===== src/rtl/seq_pkg.sv =====
// Shared definitions for the serial pattern generator and its detector benches.
// State encodings and parameter defaults live here so both ends agree on them.
package seq_pkg;

    localparam int SEQ_MAX_LEN = 8;
    localparam int SEQ_LEN_W   = 4;
    localparam int SEQ_CNT_W   = 4;

    typedef enum logic [1:0] {
        IDLE = 2'd0,
        SEND = 2'd1,
        GAP  = 2'd2,
        DONE = 2'd3
    } seq_state_e;

endpackage


===== src/rtl/seq_bit_cnt.sv =====
// Loadable down-counter with a zero flag; nxt_o is the value after the coming edge.
// Latency: load/decrement take effect on the next clock; no backpressure.
module seq_bit_cnt #(
    parameter int W = 4
) (
    input  logic         clk,
    input  logic         rst,
    input  logic         load_i,
    input  logic [W-1:0] val_i,
    input  logic         dec_i,
    output logic [W-1:0] nxt_o,
    output logic         zero_o
);

    logic [W-1:0] cnt_q, cnt_d;

    always_comb begin
        cnt_d = cnt_q;
        if (load_i) begin
            cnt_d = val_i;
        end else if (dec_i) begin
            cnt_d = cnt_q - W'(1);
        end
    end

    always_ff @(posedge clk or posedge rst) begin
        if (rst) begin
            cnt_q <= '0;
        end else begin
            cnt_q <= cnt_d;
        end
    end

    assign nxt_o  = cnt_d;
    assign zero_o = (cnt_q == '0);

endmodule


===== src/rtl/seq_pattern_gen.sv =====
// Serial pattern transmitter: shifts a captured pattern out MSB-first with repeats and gaps.
// Latency: start at edge N gives the first bit in the cycle after N; no backpressure, abort cancels.
module seq_pattern_gen
    import seq_pkg::*;
#(
    parameter int MAX_LEN = SEQ_MAX_LEN,
    parameter int LEN_W   = SEQ_LEN_W,
    parameter int CNT_W   = SEQ_CNT_W
) (
    input  logic               clk,
    input  logic               rst,
    input  logic               start,
    input  logic               abort,
    input  logic [MAX_LEN-1:0] pattern,
    input  logic [LEN_W-1:0]   len,
    input  logic [CNT_W-1:0]   reps,
    input  logic [CNT_W-1:0]   gap,
    output logic               w,
    output logic               w_valid,
    output logic               busy,
    output logic               done
);

    localparam logic [LEN_W-1:0] MAX_LEN_L = LEN_W'(MAX_LEN);

    seq_state_e         state_q, state_d;
    logic [MAX_LEN-1:0] pat_q, pat_d;
    logic [LEN_W-1:0]   len_q, len_d, len_c;
    logic [CNT_W-1:0]   reps_q, reps_d;
    logic [CNT_W-1:0]   gap_q, gap_d;
    logic [CNT_W-1:0]   rep_q, rep_d;
    logic               capture;

    logic               idx_ld, idx_dec, idx_zero;
    logic [LEN_W-1:0]   idx_ld_val, idx_nxt;
    logic               gap_ld, gap_dec, gap_zero;
    logic [CNT_W-1:0]   gap_nxt;

    logic w_q, w_d, w_valid_q, w_valid_d, busy_q, busy_d, done_q, done_d;

    assign len_c   = (len > MAX_LEN_L) ? MAX_LEN_L : len;
    assign capture = (state_q == IDLE) && start;

    seq_bit_cnt #(.W(LEN_W)) u_idx_cnt (
        .clk    (clk),
        .rst    (rst),
        .load_i (idx_ld),
        .val_i  (idx_ld_val),
        .dec_i  (idx_dec),
        .nxt_o  (idx_nxt),
        .zero_o (idx_zero)
    );

    seq_bit_cnt #(.W(CNT_W)) u_gap_cnt (
        .clk    (clk),
        .rst    (rst),
        .load_i (gap_ld),
        .val_i  (gap_q),
        .dec_i  (gap_dec),
        .nxt_o  (gap_nxt),
        .zero_o (gap_zero)
    );

    always_ff @(posedge clk or posedge rst) begin
        if (rst) begin
            state_q <= IDLE;
        end else begin
            state_q <= state_d;
        end
    end

    always_comb begin
        state_d    = state_q;
        rep_d      = rep_q;
        idx_ld     = 1'b0;
        idx_ld_val = len_q - LEN_W'(1);
        idx_dec    = 1'b0;
        gap_ld     = 1'b0;
        gap_dec    = 1'b0;
        case (state_q)
            IDLE: begin
                if (start) begin
                    rep_d      = '0;
                    idx_ld     = 1'b1;
                    idx_ld_val = len_c - LEN_W'(1);
                    state_d    = (len_c == '0) ? DONE : SEND;
                end
            end
            SEND: begin
                if (abort) begin
                    state_d = IDLE;
                end else if (idx_zero) begin
                    if (rep_q < reps_q) begin
                        rep_d = rep_q + CNT_W'(1);
                        if (gap_q != '0) begin
                            state_d = GAP;
                            gap_ld  = 1'b1;
                        end else begin
                            idx_ld  = 1'b1;
                        end
                    end else begin
                        state_d = DONE;
                    end
                end else begin
                    idx_dec = 1'b1;
                end
            end
            GAP: begin
                gap_dec = 1'b1;
                if (abort) begin
                    state_d = IDLE;
                end else if (gap_nxt == '0 || gap_zero) begin
                    // Counter holds gap..1 across the GAP cycles; leave as it steps to 0.
                    state_d = SEND;
                    idx_ld  = 1'b1;
                end
            end
            DONE: begin
                state_d = IDLE;
            end
            default: begin
                state_d = IDLE;
            end
        endcase
    end

    always_comb begin
        pat_d  = pat_q;
        len_d  = len_q;
        reps_d = reps_q;
        gap_d  = gap_q;
        if (capture) begin
            pat_d  = pattern;
            len_d  = len_c;
            reps_d = reps;
            gap_d  = gap;
        end
    end

    // Outputs are computed from next state so the registered pins line up with state_q.
    always_comb begin
        w_valid_d = (state_d == SEND);
        busy_d    = (state_d == SEND) || (state_d == GAP);
        done_d    = (state_d == DONE);
        w_d       = w_valid_d && |(pat_d & (MAX_LEN'(1) << idx_nxt));
    end

    always_ff @(posedge clk or posedge rst) begin
        if (rst) begin
            pat_q     <= '0;
            len_q     <= '0;
            reps_q    <= '0;
            gap_q     <= '0;
            rep_q     <= '0;
            w_q       <= 1'b0;
            w_valid_q <= 1'b0;
            busy_q    <= 1'b0;
            done_q    <= 1'b0;
        end else begin
            pat_q     <= pat_d;
            len_q     <= len_d;
            reps_q    <= reps_d;
            gap_q     <= gap_d;
            rep_q     <= rep_d;
            w_q       <= w_d;
            w_valid_q <= w_valid_d;
            busy_q    <= busy_d;
            done_q    <= done_d;
        end
    end

    assign w       = w_q;
    assign w_valid = w_valid_q;
    assign busy    = busy_q;
    assign done    = done_q;

endmodule

===== config.mk =====
export PLATFORM = sky130hd
export DESIGN_NAME = seq_pattern_gen
export DESIGN_NICKNAME = d
export VERILOG_FILES = /design/src/rtl/seq_pkg.sv /design/src/rtl/seq_bit_cnt.sv /design/src/rtl/seq_pattern_gen.sv
export SDC_FILE = /design/constraint.sdc
export NUM_CORES = 1
export LEC_CHECK = 0
export ABC_AREA = 0
export BUFFER_PORTS_ARGS = -buffer_cell sky130_fd_sc_hd__buf_2
export CAP_MARGIN = 20
export CORE_ASPECT_RATIO = 0.5
export CORE_MARGIN = 2
export CORE_UTILIZATION = 40
export CTS_BUF_LIST = sky130_fd_sc_hd__clkbuf_2 sky130_fd_sc_hd__clkbuf_4 sky130_fd_sc_hd__clkbuf_8
export DETAILED_ROUTE_END_ITERATION = 12
export PLACE_DENSITY = 0.66
export SLEW_MARGIN = 20
export SYNTH_ARGS = -nofsm -noshare
export SYNTH_HDL_FRONTEND = slang
export SYNTH_SLANG_ARGS = --single-unit

===== constraint.sdc =====
create_clock -name clk -period 8.3 [get_ports clk]
set_input_delay 0 -clock clk [delete_from_list [all_inputs] [get_ports clk]]
set_output_delay 0 -clock clk [all_outputs]
set_load 0.05 [all_outputs]

==> flow_metrics.env, run 1 <==
export IMPL_hold_viol_final=0
export IMPL_yosys_area_top_type="dfrtp_1"
export IMPL_power_leakage_nw=1.27
export IMPL_ys_warnings_count=0
export IMPL_switching_share_pct=37.4
export IMPL_synth_seq_cells=38
export IMPL_ctsLongestPathBuffers=2
export IMPL_p_int_uw=520
export IMPL_start_kind="flop"
export IMPL_root_buffer="clkbuf_8"
export IMPL_cp_end_kind="flop"
export IMPL_syn_nets=258
export IMPL_hp_start="len[0]"
export IMPL_areaGrowthSynthToFinish_pct=26.5
export IMPL_worstHoldPathCells=3
export IMPL_grt_start_max_net_pins=39
export IMPL_period_share_pct=36.7
export IMPL_r2r_slack_ns=5.26
export IMPL_dr_first_iter_drc_count=63
export IMPL_io_buffer_count=27
export IMPL_first_global_vias=1530
export IMPL_overflow=0
export IMPL_maxCapViolations=0
export IMPL_wire_per_inst_um=12.2
export IMPL_switchingPower_uw=310
export IMPL_r2r_start="u_idx_cnt.cnt_q[0]"
export IMPL_worst_pin_slew_ns=0.904
export IMPL_seq_area_um2=951
export IMPL_cts_setup_buffers=0
export IMPL_seqPwrFrac_pct=37.0
export IMPL_finClkSkew_ns=0.00530
export IMPL_drcViolationCount=0
export IMPL_multiInputGateArea_mm2=0.00101
export IMPL_num_antenna_cells=0
export IMPL_synth_top_area_share_pct=46.5
export IMPL_finalMaxSlewViolations=0
export IMPL_synth_area_mm2=0.00204
export IMPL_min_path_type="input pin to flop"
export IMPL_numCtsBuffers=5
export IMPL_gp_congestion=0.808
export IMPL_dieArea_mm2=0.00573
export IMPL_p_comb_share_pct=39.8
export IMPL_viasPerCell=4.71
export IMPL_antenna_found_initial=0
export IMPL_rows=18
export IMPL_via_count=1614
export IMPL_finalNonFillerCells=343
export IMPL_final_common_cell="nand2_1"
export IMPL_p_per_area_mw_per_mm2=321
export IMPL_reg2reg_depth=13
export IMPL_cp_required_ns=8.48
export IMPL_postSynthAreaPerCell_um2=9.17
export IMPL_insertion_delay_ns=0.29
export IMPL_synth_ff_type="dfrtp_1"
export IMPL_r2r_end="w"
export IMPL_final_antenna_net_count=0
export IMPL_ys_seq_area_share_pct=46.5
export IMPL_layout_nets=307
export IMPL_grt_pass1_wl_um=7170
export IMPL_ys_types=38
export IMPL_die_w_um=105
export IMPL_fin_crit_ns=3.04
export IMPL_ir_drop_mv=0.126
export IMPL_clock_sinks=38
export IMPL_core_area_mm2=0.00493
export IMPL_dp_cells=317
export IMPL_synth_area_leaders="dfrtp_1 (47%), nand2_1 (12%), ha_1 (6.7%), mux2i_1 (3.9%), inv_1 (2.9%)"
export IMPL_htreeDepth=2
export IMPL_crit_arrival_ns=3.22
export IMPL_status="finished clean"
export IMPL_wl_um=4190
export IMPL_fmax_mhz=328
export IMPL_netlist_instances=223
export IMPL_clk_pin_slew_ns=0.07
export IMPL_dr_pass1_iters=4
export IMPL_tns_ns=0
export IMPL_finalSetupViolCount=0
export IMPL_cts_tree="built"
export IMPL_final_cell_mix="nand2_1 (64), dfrtp_1 (38), buf_2 (27), dlygate4sd3_1 (18), inv_1 (16)"
export IMPL_grtUsageTotal_pct=16.6
export IMPL_hold_end="len_q[0]"
export IMPL_synth_edff_count=0
export IMPL_fp_dieH_um=54.6
export IMPL_start_util_pct=41.5
export IMPL_dp_hpwl_um=3020
export IMPL_path_class="flop to flop"
export IMPL_rsz0062_at_grt="no"
export IMPL_fill_cells=434
export IMPL_layout_drive_gt1_share_pct=16.1
export IMPL_clkPwrFrac_pct=23.1
export IMPL_relSlewSlack_pct=39.6
export IMPL_num_io_pins=28
export IMPL_cp_max_fo=10
export IMPL_async_reset_ff_share_pct=100
[power groups by stage]
stage	sequential, mW	combinational (mW)	clock, mW
floorplan	0.326	0.232	0
global placement	0.308	0.314	0
detailed placement	0.310	0.325	0
CTS	0.307	0.334	0.196
global route	0.318	0.374	0.204
finish	0.307	0.331	0.192
[Yosys cell counts (4+ instances only)]
| cell type | n |
|---|---|
| mux2i_1 | 8 |
| inv_1 | 16 |
| clkbuf_1 | 4 |
| dfrtp_1 | 38 |
| ha_1 | 11 |
| a21oi_1 | 8 |
| nand2b_1 | 6 |
| nor2_1 | 10 |
| nand2_1 | 64 |
| xor2_1 | 6 |
| o21ai_1 | 11 |
| xnor2_1 | 6 |
[state kept, by name (all words and copies together), names as in the netlist]
| register | count |
|---|---|
| u_idx_cnt.cnt_q | 4 |
| reps_q | 4 |
| rep_q | 4 |
| state_q | 2 |
| pat_q | 8 |
| gap_q | 4 |
| w | 1 |
| done | 1 |
| w_valid | 1 |
| len_q | 4 |
| busy | 1 |
| u_gap_cnt.cnt_q | 4 |
[cells by family (layout without fill, tap and decap cells)]
family / after synthesis / after routing / share of synthesized area [%]
compound gates: 32 / 32 / 11.0
xor+xnor: 12 / 12 / 5.14
fa+ha+maj: 11 / 11 / 6.73
buf+inv: 22 / 72 / 4.04
flops: 38 / 38 / 46.5
mux: 11 / 11 / 5.69
simple gates: 97 / 97 / 20.9
[per-layer routing]
metal,part of all wire (%),global-route usage [%],wire (um),vias up
li1,-,-,-,831
met1,49,23.1,2070,756
met2,46,25.1,1910,25
met3,4.3,5.12,181,2
met4,0.64,5.56,27,0
met5,0,0,0,-
[per-stage QoR]
stage | power, mW | instance area (um2) | utilization [%] | setup WS [ns] | hold slack (ns)
floorplan | 0.558 | 2040 | - | 5.64 | 0.105
global placement | 0.622 | 2260 | 45.9 | 5.40 | 0.129
detailed placement | 0.635 | 2260 | 45.9 | 5.26 | 0.134
CTS | 0.837 | 2590 | 52.4 | 5.23 | 0.0447
global route | 0.895 | 2590 | 52.4 | 4.87 | 0.0454
finish | 0.830 | 2590 | 52.4 | 5.26 | 0.0459
[what timing repair did]
item,4_1_cts,5_1_grt
gates resized for setup,0,0
endpoints found under the hold margin,55,0
hold buffers,18,0
[how the worst max path moves through the flow]
stage / startpoint / end / slack, ns / cells after the start
after global placement: u_idx_cnt.cnt_q[0] / w / 5.40 / 13
after detailed placement: u_idx_cnt.cnt_q[0] / w / 5.26 / 13
after global routing: u_idx_cnt.cnt_q[0] / w / 4.87 / 13
after floorplan: rep_q[1] / w / 5.64 / 9
final: u_idx_cnt.cnt_q[0] / w / 5.26 / 13
after CTS: u_idx_cnt.cnt_q[0] / w / 5.23 / 13
[worst max-delay path: stages, from the launching register on]
cell and delay, ns:
dfrtp_1 0.38, inv_1 0.11, ha_1 0.15, nor3b_1 0.32, nand2_1 0.18, a211oi_4 0.43
and2_1 0.31, nor2_1 0.08, o41ai_1 0.46, inv_1 0.09, ha_1 0.21, inv_1 0.05
nor2_1 0.04, o21a_1 0.11
[final cells by class]
| cell class | count | share of cell area [%] |
|---|---|---|
| clock inverters | 2 | 2.32 |
| repair buffers | 47 | 12.8 |
| clock buffers | 6 | 3.19 |
| multi-input cells | 163 | 39.1 |
| inverters | 17 | 2.47 |
| well taps | 70 | 3.39 |
| flip-flops and latches | 38 | 36.8 |
Power figures use the tool's default switching activity.
==> run 2, diff against run 1 <==
--- a/config.mk
+++ b/config.mk
@@ -5,7 +5,7 @@
 export SDC_FILE = /design/constraint.sdc
 export NUM_CORES = 1
 export LEC_CHECK = 0
-export ABC_AREA = 0
+export ABC_AREA = 1
 export BUFFER_PORTS_ARGS = -buffer_cell sky130_fd_sc_hd__buf_2
 export CAP_MARGIN = 20
 export CORE_ASPECT_RATIO = 0.5
==> constraint.sdc (replaced) <==
create_clock -name clk -period 3.06 [get_ports clk]
set_input_delay 0 -clock clk [delete_from_list [all_inputs] [get_ports clk]]
set_output_delay 0 -clock clk [all_outputs]
set_load 0.05 [all_outputs]
==> run 2 against run 1 <==
Clock skew grew 0.00094 ns. Largest cell class unchanged. Final area rose by 3.6%. Synthesized area rose by 7.8%. Non-clock buffer count did not move. Worst setup slack lost 4.6 ns. Final cell count up 13%. Critical endpoint unchanged. Critical path depth grew 3. Synthesized cell count increased by 20%. Via count is 7.4% higher. Die area rose by 7.4%.
==> flow_metrics.env, run 2 <==
export IMPL_switching_share_pct=45.6
export IMPL_finalNonFillerCells=389
export IMPL_clock_sinks=38
export IMPL_postSynthAreaPerCell_um2=8.26
export IMPL_fmax_mhz=413
export IMPL_tns_ns=0
export IMPL_wire_per_inst_um=11.1
export IMPL_fin_hold_ws_ns=0.0301
export IMPL_finalMaxSlewViolations=0
export IMPL_synth_ff_type="dfrtp_1"
export IMPL_p_per_area_mw_per_mm2=907
export IMPL_layout_nets=351
export IMPL_grt_pass1_wl_um=7800
export IMPL_cp_required_ns=3.24
export IMPL_crit_arrival_ns=2.61
export IMPL_io_buffer_count=27
export IMPL_overflow=0
export IMPL_fin_area_mm2=0.00268
export IMPL_maxCapViolations=0
export IMPL_path_cells="ha_1 -> a21oi_2 -> inv_1 -> a21oi_4 -> nand4_1 -> nand2_2 -> nor2_2 -> nand2_2 -> nand2_2 -> nand2_4 -> nand3_1 -> ha_1 -> inv_1 -> nor2_2 -> nand2_1 -> nor2_1"
export IMPL_ys_types=30
export IMPL_cts_tree="built"
export IMPL_viasPerCell=4.46
export IMPL_via_count=1734
export IMPL_reg2reg_depth=16
export IMPL_areaGrowthSynthToFinish_pct=21.5
export IMPL_status="finished clean"
export IMPL_critPathBufInv=2
export IMPL_htreeDepth=2
export IMPL_drcViolationCount=0
export IMPL_postLayoutCoreUtil_pct=49.6
export IMPL_cp_max_fo=7
export IMPL_antenna_found_initial=0
export IMPL_min_path_type="input pin to flop"
export IMPL_dieArea_mm2=0.00616
export IMPL_numCtsBuffers=5
export IMPL_grt_start_max_net_pins=39
export IMPL_synth_edff_count=0
export IMPL_relSlewSlack_pct=63.0
export IMPL_top_register="pat_q"
export IMPL_synth_most_common_cell="nand2_1"
export IMPL_die_w_um=109
export IMPL_synth_area_mm2=0.00220
export IMPL_gp_congestion=0.864
export IMPL_cts_repair_resized=0
export IMPL_root_buffer="clkbuf_8"
export IMPL_ys_seq_area_share_pct=43.1
export IMPL_synth_area_leaders="dfrtp_1 (43%), nand2_1 (12%), inv_1 (6.3%), ha_1 (6.2%), nand3_1 (4.8%)"
export IMPL_synth_seq_cells=38
export IMPL_rows=19
export IMPL_num_antenna_cells=0
export IMPL_ys_warnings_count=0
export IMPL_worst_slack_ns=0.636
export IMPL_clkPwrFrac_pct=13.5
export IMPL_post_dp_cell_area_mm2=0.00242
export IMPL_fp_dieH_um=56.5
export IMPL_finalSetupViolCount=0
export IMPL_seqPwrFrac_pct=34.2
export IMPL_path_class="flop to flop"
export IMPL_syn_nets=302
export IMPL_worstHoldPathCells=3
export IMPL_core_area_mm2=0.00540
export IMPL_period_share_pct=79.2
export IMPL_dr_first_iter_drc_count=84
export IMPL_start_util_pct=40.9
export IMPL_dp_hpwl_um=3220
export IMPL_async_reset_ff_share_pct=100
export IMPL_dp_cells=364
export IMPL_worst_pin_slew_ns=0.553
export IMPL_final_antenna_net_count=0
export IMPL_fin_crit_ns=2.42
export IMPL_cp_top_family="simple AND/OR/NAND/NOR gates"
export IMPL_cp_slowest_cell="dfrtp_1"
export IMPL_synth_top_area_share_pct=43.1
export IMPL_clk_pin_slew_ns=0.08
export IMPL_p_int_mw=1.32
export IMPL_layout_drive_gt1_share_pct=20.9
export IMPL_dr_pass1_iters=4
export IMPL_hold_viol_final=0
export IMPL_fill_cells=502
export IMPL_start_kind="flop"
export IMPL_place_ws_ns=0.657
export IMPL_grtUsageTotal_pct=16.2
export IMPL_ir_drop_mv=0.299
export IMPL_power_leakage_nw=1.39
export IMPL_netlist_instances=267
export IMPL_first_global_vias=1793
export IMPL_cp_depth=16
export IMPL_cts_setup_buffers=0
export IMPL_cp_end_kind="flop"
export IMPL_ctsLongestPathBuffers=2
export IMPL_power_total_mw=2.43
export IMPL_final_cell_mix="nand2_1 (68), dfrtp_1 (38), inv_1 (37), buf_2 (27), nand3_1 (21)"
export IMPL_crit_top_cell="nand2_2"
export IMPL_largest_reg_flops=8
export IMPL_insertion_delay_ns=0.29
export IMPL_finClkSkew_ns=0.00624
export IMPL_wl_um=4320
export IMPL_yosys_top_cells_count="nand2_1 (68), dfrtp_1 (38), inv_1 (37)"
export IMPL_switchingPower_mw=1.11
export IMPL_rsz0062_at_grt="no"
export IMPL_num_io_pins=28
export IMPL_cpPeakStageDelay_ns=0.39
export IMPL_final_common_cell="nand2_1"
export IMPL_yosys_area_top_type="dfrtp_1"
export IMPL_p_comb_share_pct=52.3
[run 2: path summary, 6_finish.rpt]
path / startpoint / endpoint / slack, ns
setup reg to reg: rep_q[3] / w / 0.64
hold / removal: len[3] / len_q[3] / 0.03
setup / recovery: rep_q[3] / w / 0.64
hold reg to reg: pat_q[6] / pat_q[6] / 0.48
max in group asynchronous: rst / len_q[1] / 2.31
min in group asynchronous: rst / reps_q[0] / 0.40
[run 2: power by group through the flow]
stage / clock network, mW / logic [mW] / registers, mW
6_report: 0.328 / 1.27 / 0.830
5_1_grt: 0.358 / 1.46 / 0.853
4_1_cts: 0.336 / 1.28 / 0.832
3_5_place_dp: 0 / 1.25 / 0.841
3_3_place_gp: 0 / 1.23 / 0.833
2_1_floorplan: 0 / 0.977 / 0.874
[run 2: worst register-to-register path, stage by stage (launching register included)]
cell and delay, ns:
dfrtp_1 0.39, ha_1 0.30, a21oi_2 0.19, inv_1 0.09, a21oi_4 0.19, nand4_1 0.15
nand2_2 0.10, nor2_2 0.04, nand2_2 0.06, nand2_2 0.06, nand2_4 0.11, nand3_1 0.14
ha_1 0.27, inv_1 0.07, nor2_2 0.04, nand2_1 0.07, nor2_1 0.04
[run 2: kinds of logic after synthesis]
logic type	synth area share [%]
simple gates	31.3
buf+inv	8.34
flops	43.1
compound gates	6.64
xor+xnor	4.37
fa+ha+maj	6.24
[run 2: layout make-up]
type                       count  area, um2  area share [%]
tap                           73       91.3            3.41
clock buffer                   5       68.8            2.57
sequential                    38        951            35.5
clock inverter                 2       10.0           0.374
multi-input combinational    182       1070            39.9
timing repair buffer          47        330            12.3
inverter                      42        158            5.89
[run 2: what timing repair did]
| item | in CTS | in global routing |
|---|---|---|
| endpoints found under the hold margin | 55 | 0 |
| hold buffers | 18 | 0 |
| setup endpoints to repair | 0 | 0 |
[run 2: layer usage]
| layer | vias up | GRT usage, % | share of wire [%] | wire, um |
|---|---|---|---|---|
| met3 | 5 | 3.14 | 2.7 | 117 |
| li1 | 931 | - | - | - |
| met2 | 23 | 26.4 | 47 | 2050 |
| met4 | 0 | 5.49 | 0.74 | 32 |
| met1 | 775 | 21.6 | 49 | 2120 |
| met5 | - | 0 | 0 | 0 |
